## src/rtl/keypad_pkg.sv

```systemverilog
// Keypad scanner package: FSM state type, 4x4 keymap table, matrix size constants
// and a helper that picks the lowest active (low) row of a row sample.
package keypad_pkg;

    localparam int unsigned ROWS = 4;
    localparam int unsigned COLS = 4;

    typedef enum logic [1:0] {
        StScan,
        StDebounce,
        StHeld,
        StRelease
    } state_t;

    // KEYMAP[row][col] = hex code printed on that key.
    // r0: 1 2 3 A, r1: 4 5 6 B, r2: 7 8 9 C, r3: 0 F E D
    localparam logic [ROWS-1:0][COLS-1:0][3:0] KEYMAP = 64'hDEF0_C987_B654_A321;

    // Index of the lowest-numbered row that is low; 0 when none are low.
    function automatic logic [1:0] lowest_low(input logic [ROWS-1:0] r);
        logic [1:0] idx;
        idx = 2'd0;
        for (int i = ROWS - 1; i >= 0; i--) begin
            if (!r[i]) idx = 2'(i);
        end
        return idx;
    endfunction

endpackage

```

## src/rtl/pulse_generator.sv

```systemverilog
// Periodic strobe: pulse is high for one clk cycle out of every flag cycles,
// on the last cycle of each period (first pulse flag-1 cycles after reset).
// Ports: clk - clock; reset - asynchronous active-low reset; pulse - strobe out.
module pulse_generator #(
    parameter int unsigned flag = 100
) (
    input  logic clk,
    input  logic reset,
    output logic pulse
);

    localparam int unsigned CW = (flag > 1) ? $clog2(flag) : 1;
    localparam logic [CW-1:0] LAST = CW'(flag - 1);

    logic [CW-1:0] count_q;

    always_ff @(posedge clk or negedge reset) begin
        if (!reset) begin
            count_q <= '0;
        end else if (count_q == LAST) begin
            count_q <= '0;
        end else begin
            count_q <= count_q + 1'b1;
        end
    end

    assign pulse = (count_q == LAST);

endmodule

```

## src/rtl/keypad_scanner.sv

```systemverilog
// 4x4 matrix keypad scanner with debounce and a 4-digit history shift register.
// Columns are driven active-low one at a time; rows (active-low, pulled up) are
// synchronized and sampled once per scan tick. A key is accepted after
// DEBOUNCE_SCANS matching samples and released after DEBOUNCE_SCANS all-high samples.
// Optional feature: define KEYPAD_AUTOREPEAT_EN to re-emit a held key every
// REPEAT_SCANS ticks.
// Ports:
//   clk       - system clock
//   reset     - asynchronous active-low reset
//   row[3:0]  - keypad rows, active-low, asynchronous
//   clear     - synchronous clear of digits (wins over a same-cycle shift)
//   col[3:0]  - column drive, active-low one-hot
//   key_code  - hex code of the last accepted key
//   key_valid - one-cycle pulse per accepted key
//   digits    - last four keys, newest in [3:0]
module keypad_scanner
    import keypad_pkg::*;
#(
    parameter int unsigned SCAN_TICKS     = 100_000,
    parameter int unsigned DEBOUNCE_SCANS = 4,
    parameter int unsigned REPEAT_SCANS   = 500
) (
    input  logic        clk,
    input  logic        reset,
    input  logic [3:0]  row,
    input  logic        clear,
    output logic [3:0]  col,
    output logic [3:0]  key_code,
    output logic        key_valid,
    output logic [15:0] digits
);

    // One counter serves both debounce and repeat intervals.
    localparam int unsigned CNT_MAX = (DEBOUNCE_SCANS > REPEAT_SCANS) ? DEBOUNCE_SCANS
                                                                       : REPEAT_SCANS;
    localparam int unsigned CNT_W = $clog2(CNT_MAX + 1);
    localparam logic [CNT_W-1:0] DEB_N   = CNT_W'(DEBOUNCE_SCANS);
    localparam logic [CNT_W-1:0] CNT_ONE = CNT_W'(1);
`ifdef KEYPAD_AUTOREPEAT_EN
    localparam logic [CNT_W-1:0] RPT_N = CNT_W'(REPEAT_SCANS);
`endif

    logic [3:0]       row_meta, row_sync;
    logic             tick;
    state_t           state_q, state_d;
    logic [1:0]       col_idx_q, col_idx_d;
    logic [1:0]       row_idx_q, row_idx_d;
    logic [CNT_W-1:0] count_q, count_d, count_inc;
    logic [3:0]       key_code_q, key_code_d;
    logic             key_valid_q, key_valid_d;
    logic [15:0]      digits_q, digits_d;
    logic             all_high, accept;
    logic [1:0]       low_idx;

    pulse_generator #(
        .flag (SCAN_TICKS)
    ) u_tick (
        .clk   (clk),
        .reset (reset),
        .pulse (tick)
    );

    // Synchronizer resets to the idle (released) level.
    always_ff @(posedge clk or negedge reset) begin
        if (!reset) begin
            row_meta <= 4'hF;
            row_sync <= 4'hF;
        end else begin
            row_meta <= row;
            row_sync <= row_meta;
        end
    end

    assign all_high  = &row_sync;
    assign low_idx   = lowest_low(row_sync);
    assign count_inc = (&count_q) ? count_q : count_q + 1'b1;

    always_comb begin
        state_d     = state_q;
        col_idx_d   = col_idx_q;
        row_idx_d   = row_idx_q;
        count_d     = count_q;
        key_code_d  = key_code_q;
        key_valid_d = 1'b0;
        digits_d    = digits_q;
        accept      = 1'b0;
        if (tick) begin
            unique case (state_q)
                StScan: begin
                    if (all_high) begin
                        col_idx_d = col_idx_q + 2'd1;
                    end else begin
                        row_idx_d = low_idx;
                        count_d   = CNT_ONE;
                        state_d   = StDebounce;
                    end
                end
                StDebounce: begin
                    if (!all_high && low_idx == row_idx_q) begin
                        count_d = count_inc;
                        if (count_inc >= DEB_N) begin
                            state_d = StHeld;
                            count_d = '0;
                            accept  = 1'b1;
                        end
                    end else begin
                        state_d   = StScan;
                        col_idx_d = col_idx_q + 2'd1;
                    end
                end
                StHeld: begin
                    if (all_high) begin
                        state_d = StRelease;
                        count_d = CNT_ONE;
                    end
`ifdef KEYPAD_AUTOREPEAT_EN
                    else begin
                        count_d = count_inc;
                        if (count_inc >= RPT_N) begin
                            count_d = '0;
                            accept  = 1'b1;
                        end
                    end
`endif
                end
                StRelease: begin
                    if (all_high) begin
                        count_d = count_inc;
                        if (count_inc >= DEB_N) begin
                            state_d   = StScan;
                            col_idx_d = col_idx_q + 2'd1;
                        end
                    end else begin
                        // Bounce during release: back to held, no new key.
                        state_d = StHeld;
                        count_d = '0;
                    end
                end
                default: state_d = StScan;
            endcase
        end
        if (accept) begin
            key_valid_d = 1'b1;
            key_code_d  = KEYMAP[row_idx_q][col_idx_q];
            digits_d    = {digits_q[11:0], key_code_d};
        end
        if (clear) digits_d = '0;
    end

    always_ff @(posedge clk or negedge reset) begin
        if (!reset) begin
            state_q     <= StScan;
            col_idx_q   <= 2'd0;
            row_idx_q   <= 2'd0;
            count_q     <= '0;
            key_code_q  <= 4'h0;
            key_valid_q <= 1'b0;
            digits_q    <= 16'h0;
        end else begin
            state_q     <= state_d;
            col_idx_q   <= col_idx_d;
            row_idx_q   <= row_idx_d;
            count_q     <= count_d;
            key_code_q  <= key_code_d;
            key_valid_q <= key_valid_d;
            digits_q    <= digits_d;
        end
    end

    assign col       = ~(4'b0001 << col_idx_q);
    assign key_code  = key_code_q;
    assign key_valid = key_valid_q;
    assign digits    = digits_q;

endmodule

```

## config.mk

```make
export PLATFORM = sky130hd
export DESIGN_NAME = keypad_scanner
export DESIGN_NICKNAME = d
export VERILOG_FILES = /design/src/rtl/keypad_pkg.sv /design/src/rtl/pulse_generator.sv /design/src/rtl/keypad_scanner.sv
export SDC_FILE = /design/constraint.sdc
export NUM_CORES = 1
export LEC_CHECK = 0
export BUFFER_PORTS_ARGS = -buffer_cell sky130_fd_sc_hd__buf_2
export CORE_ASPECT_RATIO = 1.4
export CORE_MARGIN = 3
export CORE_UTILIZATION = 40
export CTS_CLUSTER_SIZE = 25
export DETAILED_ROUTE_END_ITERATION = 6
export PLACE_DENSITY = 0.68
export SLEW_MARGIN = 15
export SYNTH_ARGS = -nofsm -noshare
export SYNTH_HDL_FRONTEND = slang
export SYNTH_SLANG_ARGS = --single-unit
```

## constraint.sdc

```tcl
create_clock -name clk -period 3.7 [get_ports clk]
set_input_delay 0.37 -clock clk [delete_from_list [all_inputs] [get_ports clk]]
set_output_delay 0.37 -clock clk [all_outputs]
set_load 0.005 [all_outputs]
```

# After elaboration in Yosys (flattened, before gate mapping)
# Index checks and enable logic that the tools add are counted.
# W data, S select, Z words.
[totals] elab_cells=79 out_inout_bits=25 in_bits=7 ff_bits=61
[op_classes] magnitude_cmp=3 n_bitwise=2 n_mux=35 shifts=1 eq_ne=14 addsub=3 n_reduce_logical=11
[op_table] op="$mux W9" count=6
[op_table] op="$mux W16" count=3
[op_table] op="$pmux W9 S4" count=1
[op_table] op="$bmux W16 S2" count=1
[op_table] op="$mux W2" count=14
[op_table] op="$add A17 B1 Y17 const B" count=1
[op_table] op="$eq A17 B17 Y1 const B" count=1
[op_table] op="$mux W17" count=1
[op_table] op="$ne A2 B2 Y1 const B" count=7
[op_table] op="$add A9 B1 Y9 const B" count=1
[op_table] op="$ge A9 B3 Y1 const B" count=1
[op_table] op="$reduce_and A9 Y1" count=1
[op_table] op="$bmux W4 S2" count=1
[op_table] op="$pmux W2 S4" count=1
[op_table] op="$reduce_and A4 Y1" count=2
[op_table] op="$lt A2 B3 Y1 const B" count=2
[op_table] op="$ne A3 B3 Y1 const B" count=2
[op_table] op="$pmux W2 S3" count=1
[op_table] op="$reduce_and A6 Y1" count=1
[op_table] op="$mux W1" count=5
[op_table] op="$reduce_and A5 Y1" count=1
[op_table] op="$eq A2 B2 Y1 const B" count=2
[op_table] op="$mux W4" count=1
[op_table] op="$not A4 Y4" count=1
[op_table] op="other kinds (11)" count=11

# Logic depth before layout (Yosys ltp)
[depth] word_depth=11 mapped_depth=9

# Modules after synthesis
# A second synthesis with hierarchy kept.
[unflattened] hier_cells=305 hier_area_um2=3130.5
[modules_own_cells] module="keypad_scanner" instances=1 cells_per_inst=231 area_per_inst_um2=2337.2
[modules_own_cells] module="pulse_generator" instances=1 cells_per_inst=74 area_per_inst_um2=793.3

# Least setup slack after synthesis
# OpenSTA, ideal clock, no wires.
[synth_timing] path_type="register to register" startpoint="register count_q[1]" endpoint="register count_q[7]" setup_slack_ns=1.524 setup_time_ns=0.111 t_required_ns=3.589 t_arrival_ns=2.065 path_buffers=0 period_less_slack_ns=2.176 stages_incl_launch_ff=8 cell_sequence="dfrtp_1 -> ha_1 -> and4_1 -> nor4_1 -> a211o_1 -> and4_1 -> nor3b_2 -> a2111oi_2"
[synth_via] elab_chain_len=6 word_cells_on_any_way=8 cone_classes="add/sub: 1; order compare: 1; mux: 5; reduce/logical: 1"
[synth_rtl] element="from (decl)" line="keypad_scanner.sv:48" source="logic [CNT_W-1:0] count_q, count_d, count_inc;"
[synth_rtl] element="from (signal assigned)" line="keypad_scanner.sv:163" source="count_q <= count_d;"
[synth_rtl] element="$add A9 B1 Y9 / $reduce_and A9 Y1 (equally long branches)" line="keypad_scanner.sv:76" source="assign count_inc = (&count_q) ? count_q : count_q + 1'b1;"
[synth_rtl] element="$mux W9 (*)" line="keypad_scanner.sv:76"
[synth_rtl] element="$ge A9 B3 Y1" line="keypad_scanner.sv:101" source="if (count_inc >= DEB_N) begin"
[synth_rtl] element="$mux W9" line="keypad_scanner.sv:101"
[synth_rtl] element="$mux W9" line="keypad_scanner.sv:99" source="if (!all_high && low_idx == row_idx_q) begin"
[synth_rtl] element="$pmux W9 S4 (*)" line="keypad_scanner.sv:88" source="unique case (state_q)"
# Every way passes the cells marked *; elsewhere a longest branch is shown, timed or not. The select of a mux whose other input is x is not followed.
# A chain may end at the register's enable or synchronous reset.

# Worst setup path after layout
[layout_timing] startpoint="register u_tick.count_q[0]" endpoint="register digits_q[12] (netlist: digits[12])"
[layout_via] elab_chain_len=3
[layout_rtl] element="from (decl)" line="pulse_generator.sv:15" source="logic [CW-1:0] count_q;"
[layout_rtl] element="from (signal assigned)" line="pulse_generator.sv:23" source="count_q <= count_q + 1'b1;"
[layout_rtl] element="$eq A17 B17 Y1" line="pulse_generator.sv:27" source="assign pulse = (count_q == LAST);"
[layout_rtl] element="$mux W1" line="keypad_scanner.sv:87" source="if (tick) begin"
[layout_rtl] element="$reduce_bool A2 Y1 (no line)"
[layout_rtl] element="to (signal assigned)" line="keypad_scanner.sv:166" source="digits_q <= digits_d;"
[layout_rtl] element="to (decl)" line="keypad_scanner.sv:51" source="logic [15:0] digits_q, digits_d;"
# No other way between the ends.

==> results.py <==
metrics = {
    "setup_path": {
        "critical_path_buf_inv_count": 1,
        "slowest_stage": "a31oi_2",
        "critPathCaptureType": "register",
        "cp.arrival_ns": 2.99,
        "cp-start-kind": "register",
        "ff2ff_setup_slack_ns": 0.92,
        "crit_required_ns": 3.91,
        "cp_common_cell": "and4_1",
        "worstPathCellList": "ha_1, and4_1, and4_1, o311ai_1, a31oi_2, buf_4, mux2i_1, nor2_1",
        "crit_family": "compound AO/OA/AOI/OAI gates",
        "worst-path-max-fanout": 12,
        "cp_slowest_stage_delay_ns": 0.61,
        "crit_type": "reg -> reg",
    },
    "route": {
        "vias": 2423,
        "via_per_inst": 5.48,
        "final_antenna_net_count": 0,
        "drcViolationCount": 0,
        "dr.pass1.iters": 4,
        "wire_per_inst_microns": 14.7,
        "routed_wl_microns": 6510,
        "dr.first_iter.drc_count": 149,
    },
    "global_routing": {
        "overflow": 0,
        "grt-busiest-layer": "met2",
        "grt_max_degree": 35,
        "antenna_found_initial": 0,
        "grt_pass1_wl_microns": 11800,
        "grt_util_met2": 0.271,
        "use_met3": 0.0447,
        "grt_use_total": 0.164,
        "use_met1": 0.203,
        "grt_pass1_vias": 2473,
    },
    "place": {
        "globalplace.congestion": 0.904,
        "pre_cts_ws_ns": 0.915,
        "portBuffers": 31,
        "dp_hpwl_microns": 4680,
    },
    "timing": {
        "drv_slew": 0,
        "fin_crit_sh": 0.751,
        "max_slew_margin": 0.540,
        "finalSetupViolations": 0,
        "skew_ns": 0.0136,
        "post-route-min-period_ns": 2.78,
        "timing.final.ws_setup_ns": 0.922,
        "tightest_slew_ns": 0.679,
        "fin_tns_setup_ns": 0,
        "rsz0062_at_grt": "no",
        "fmax_mhz": 360,
        "hold_violations": 0,
    },
    "die": {
        "die_w_microns": 80.8,
        "core_sq_um": 7500,
        "pin_count": 32,
        "die_area_sq_um": 8950,
        "rows": 37,
        "start_util": 0.418,
        "die_y_microns": 111,
    },
    "cts": {
        "cts_resized": 0,
        "cts_tree": "done",
        "numCtsBuffers": 9,
        "post_cts_buffers": 0,
        "htree_levels": 3,
        "clkLatencyLatePin_ns": 0.34,
        "hold_buffers": 0,
        "cts_root_buffer": "clkbuf_8",
        "clk_pin_slew_ns": 0.08,
        "cts_buffer_depth": 2,
        "clkSinkCount": 61,
    },
    "synthesis": {
        "synth_top_cell_by_area": "dfrtp_1",
        "synth-main-ff-cell": "dfrtp_1",
        "ys_seq_area_frac": 0.490,
        "avgSynthCellArea_sq_um": 10.0,
        "ys_ff_latch": 61,
        "synthTopCellsByArea": "dfrtp_1, dfstp_2, mux2i_1",
        "syn_inst": 313,
        "synth.distinct_cells": 51,
        "synth-edff-count": 0,
        "synth_top_area_frac": 0.423,
        "synth_commonest_cells": "dfrtp_1, nor2_1, nand2_1",
        "yosysWarnings": 0,
        "synth_most_common_cell": "dfrtp_1",
        "synthArstFlopShare": 1.00,
        "netlist_area_sq_um": 3130,
        "syn_nets": 328,
    },
    "final_layout": {
        "drive_above_1_share": 0.191,
        "final_nets": 355,
        "diodes": 0,
        "synthToLayoutAreaGrowth_pct": 13.9,
    },
    "power": {
        "vdd_drop_max_uv": 214,
        "p_leak_uw": 0.00159,
        "power_density_nw_per_um2": 384,
        "internal-power_uw": 1070,
        "swShare": 0.222,
        "power_frac_clock": 0.486,
        "switchingPower_uw": 305,
        "power.share.sequential": 0.496,
        "combPwrFrac": 0.018,
    },
    "worst_hold_path": {
        "hp-class": "in -> async",
    },
    "status": {
        "run_status": "complete, no violations",
    },
    "job": {
        "maxCapViolations": 0,
    },
}
-- flip-flops by register name (all words and copies together) (netlist names) --
register	count
u_tick.count_q	17
state_q	2
key_code	4
row_meta	4
row_sync	4
row_idx_q	2
count_q	9
digits	16
col_idx_q	2
key_valid	1
-- layout make-up --
class | count | area (sq um)
clock buffers | 10 | 128
clock inverters | 6 | 95.1
fillers | 728 | 3930
inverters | 14 | 52.6
multi-input cells | 220 | 1460
flip-flops and latches | 61 | 1540
well taps | 97 | 121
repair buffers | 34 | 178
-- worst register-to-register path, delay by kind of cell, from the launching register on --
| kind | cells | cell delay [ns] |
|---|---|---|
| fa+ha+maj | 1 | 0.24 |
| simple gates | 3 | 0.65 |
| mux | 1 | 0.20 |
| compound gates | 2 | 0.85 |
| flops | 1 | 0.39 |
| buf+inv | 1 | 0.32 |
-- through the flow --
stage / std cells / total power (uW) / cell area [sq um] / hold slack (ns) / util
5_1_grt: 442 / 1430 / 3570 / 0.0958 / 0.476
4_1_cts: 442 / 1390 / 3570 / 0.0524 / 0.476
3_3_place_gp: 426 / 718 / 3350 / 0.347 / 0.446
2_1_floorplan: 313 / 698 / 3130 / 0.0744 / -
6_report: 442 / 1370 / 3570 / 0.0498 / 0.476
3_5_place_dp: 426 / 719 / 3350 / 0.350 / 0.446
-- layer usage --
metal	share of wire	wire [microns]	up-vias
li1	-	-	1176
met1	0.42	2730	1185
met2	0.53	3460	58
met3	0.040	258	4
met4	0.0092	60	0
met5	0	0	-
-- cells by family after synthesis --
group           count (synthesis)  synth area share
mux                            15            0.0483
buf+inv                        32            0.0467
compound gates                 59             0.125
xor+xnor                       17            0.0475
simple gates                  121             0.211
flops                          61             0.490
fa+ha+maj                       8            0.0319
-- cell usage in the layout, fill, tap and decap left out, types with 3 or more instances in the layout --
master	n
nor3_1	6
o21ai_0	14
and2_1	3
nor2b_1	3
nor2_1	31
dfstp_2	8
xor2_1	9
dfrtp_1	53
buf_2	31
xnor2_1	8
ha_1	8
nand3_1	11
inv_1	14
clkbuf_8	9
and4_1	9
a21oi_1	18
nand4_1	8
nand2_1	24
o211ai_1	5
and3_1	7
buf_4	3
mux2i_1	14
nor4_1	3
-- final timing paths --
check | start | to | depth (start not counted)
max in group asynchronous | reset | row_sync[0] | 2
min in group clk | row[3] | row_meta[3] | 1
min | reset | key_code[2] | 1
max reg2reg | u_tick.count_q[0] | digits[12] | 8
min reg2reg | row_meta[3] | row_sync[3] | 0
max | u_tick.count_q[0] | digits[12] | 8
-- power groups by stage --
stage,registers [uW],logic (uW),clock network [uW]
floorplan,690,8.70,0
finish,680,25.1,667
detailed placement,693,26.3,0
CTS,680,26.4,685
global route,681,29.7,715
global placement,692,26.1,0
Note: power is estimated with default switching activity, not from simulation.
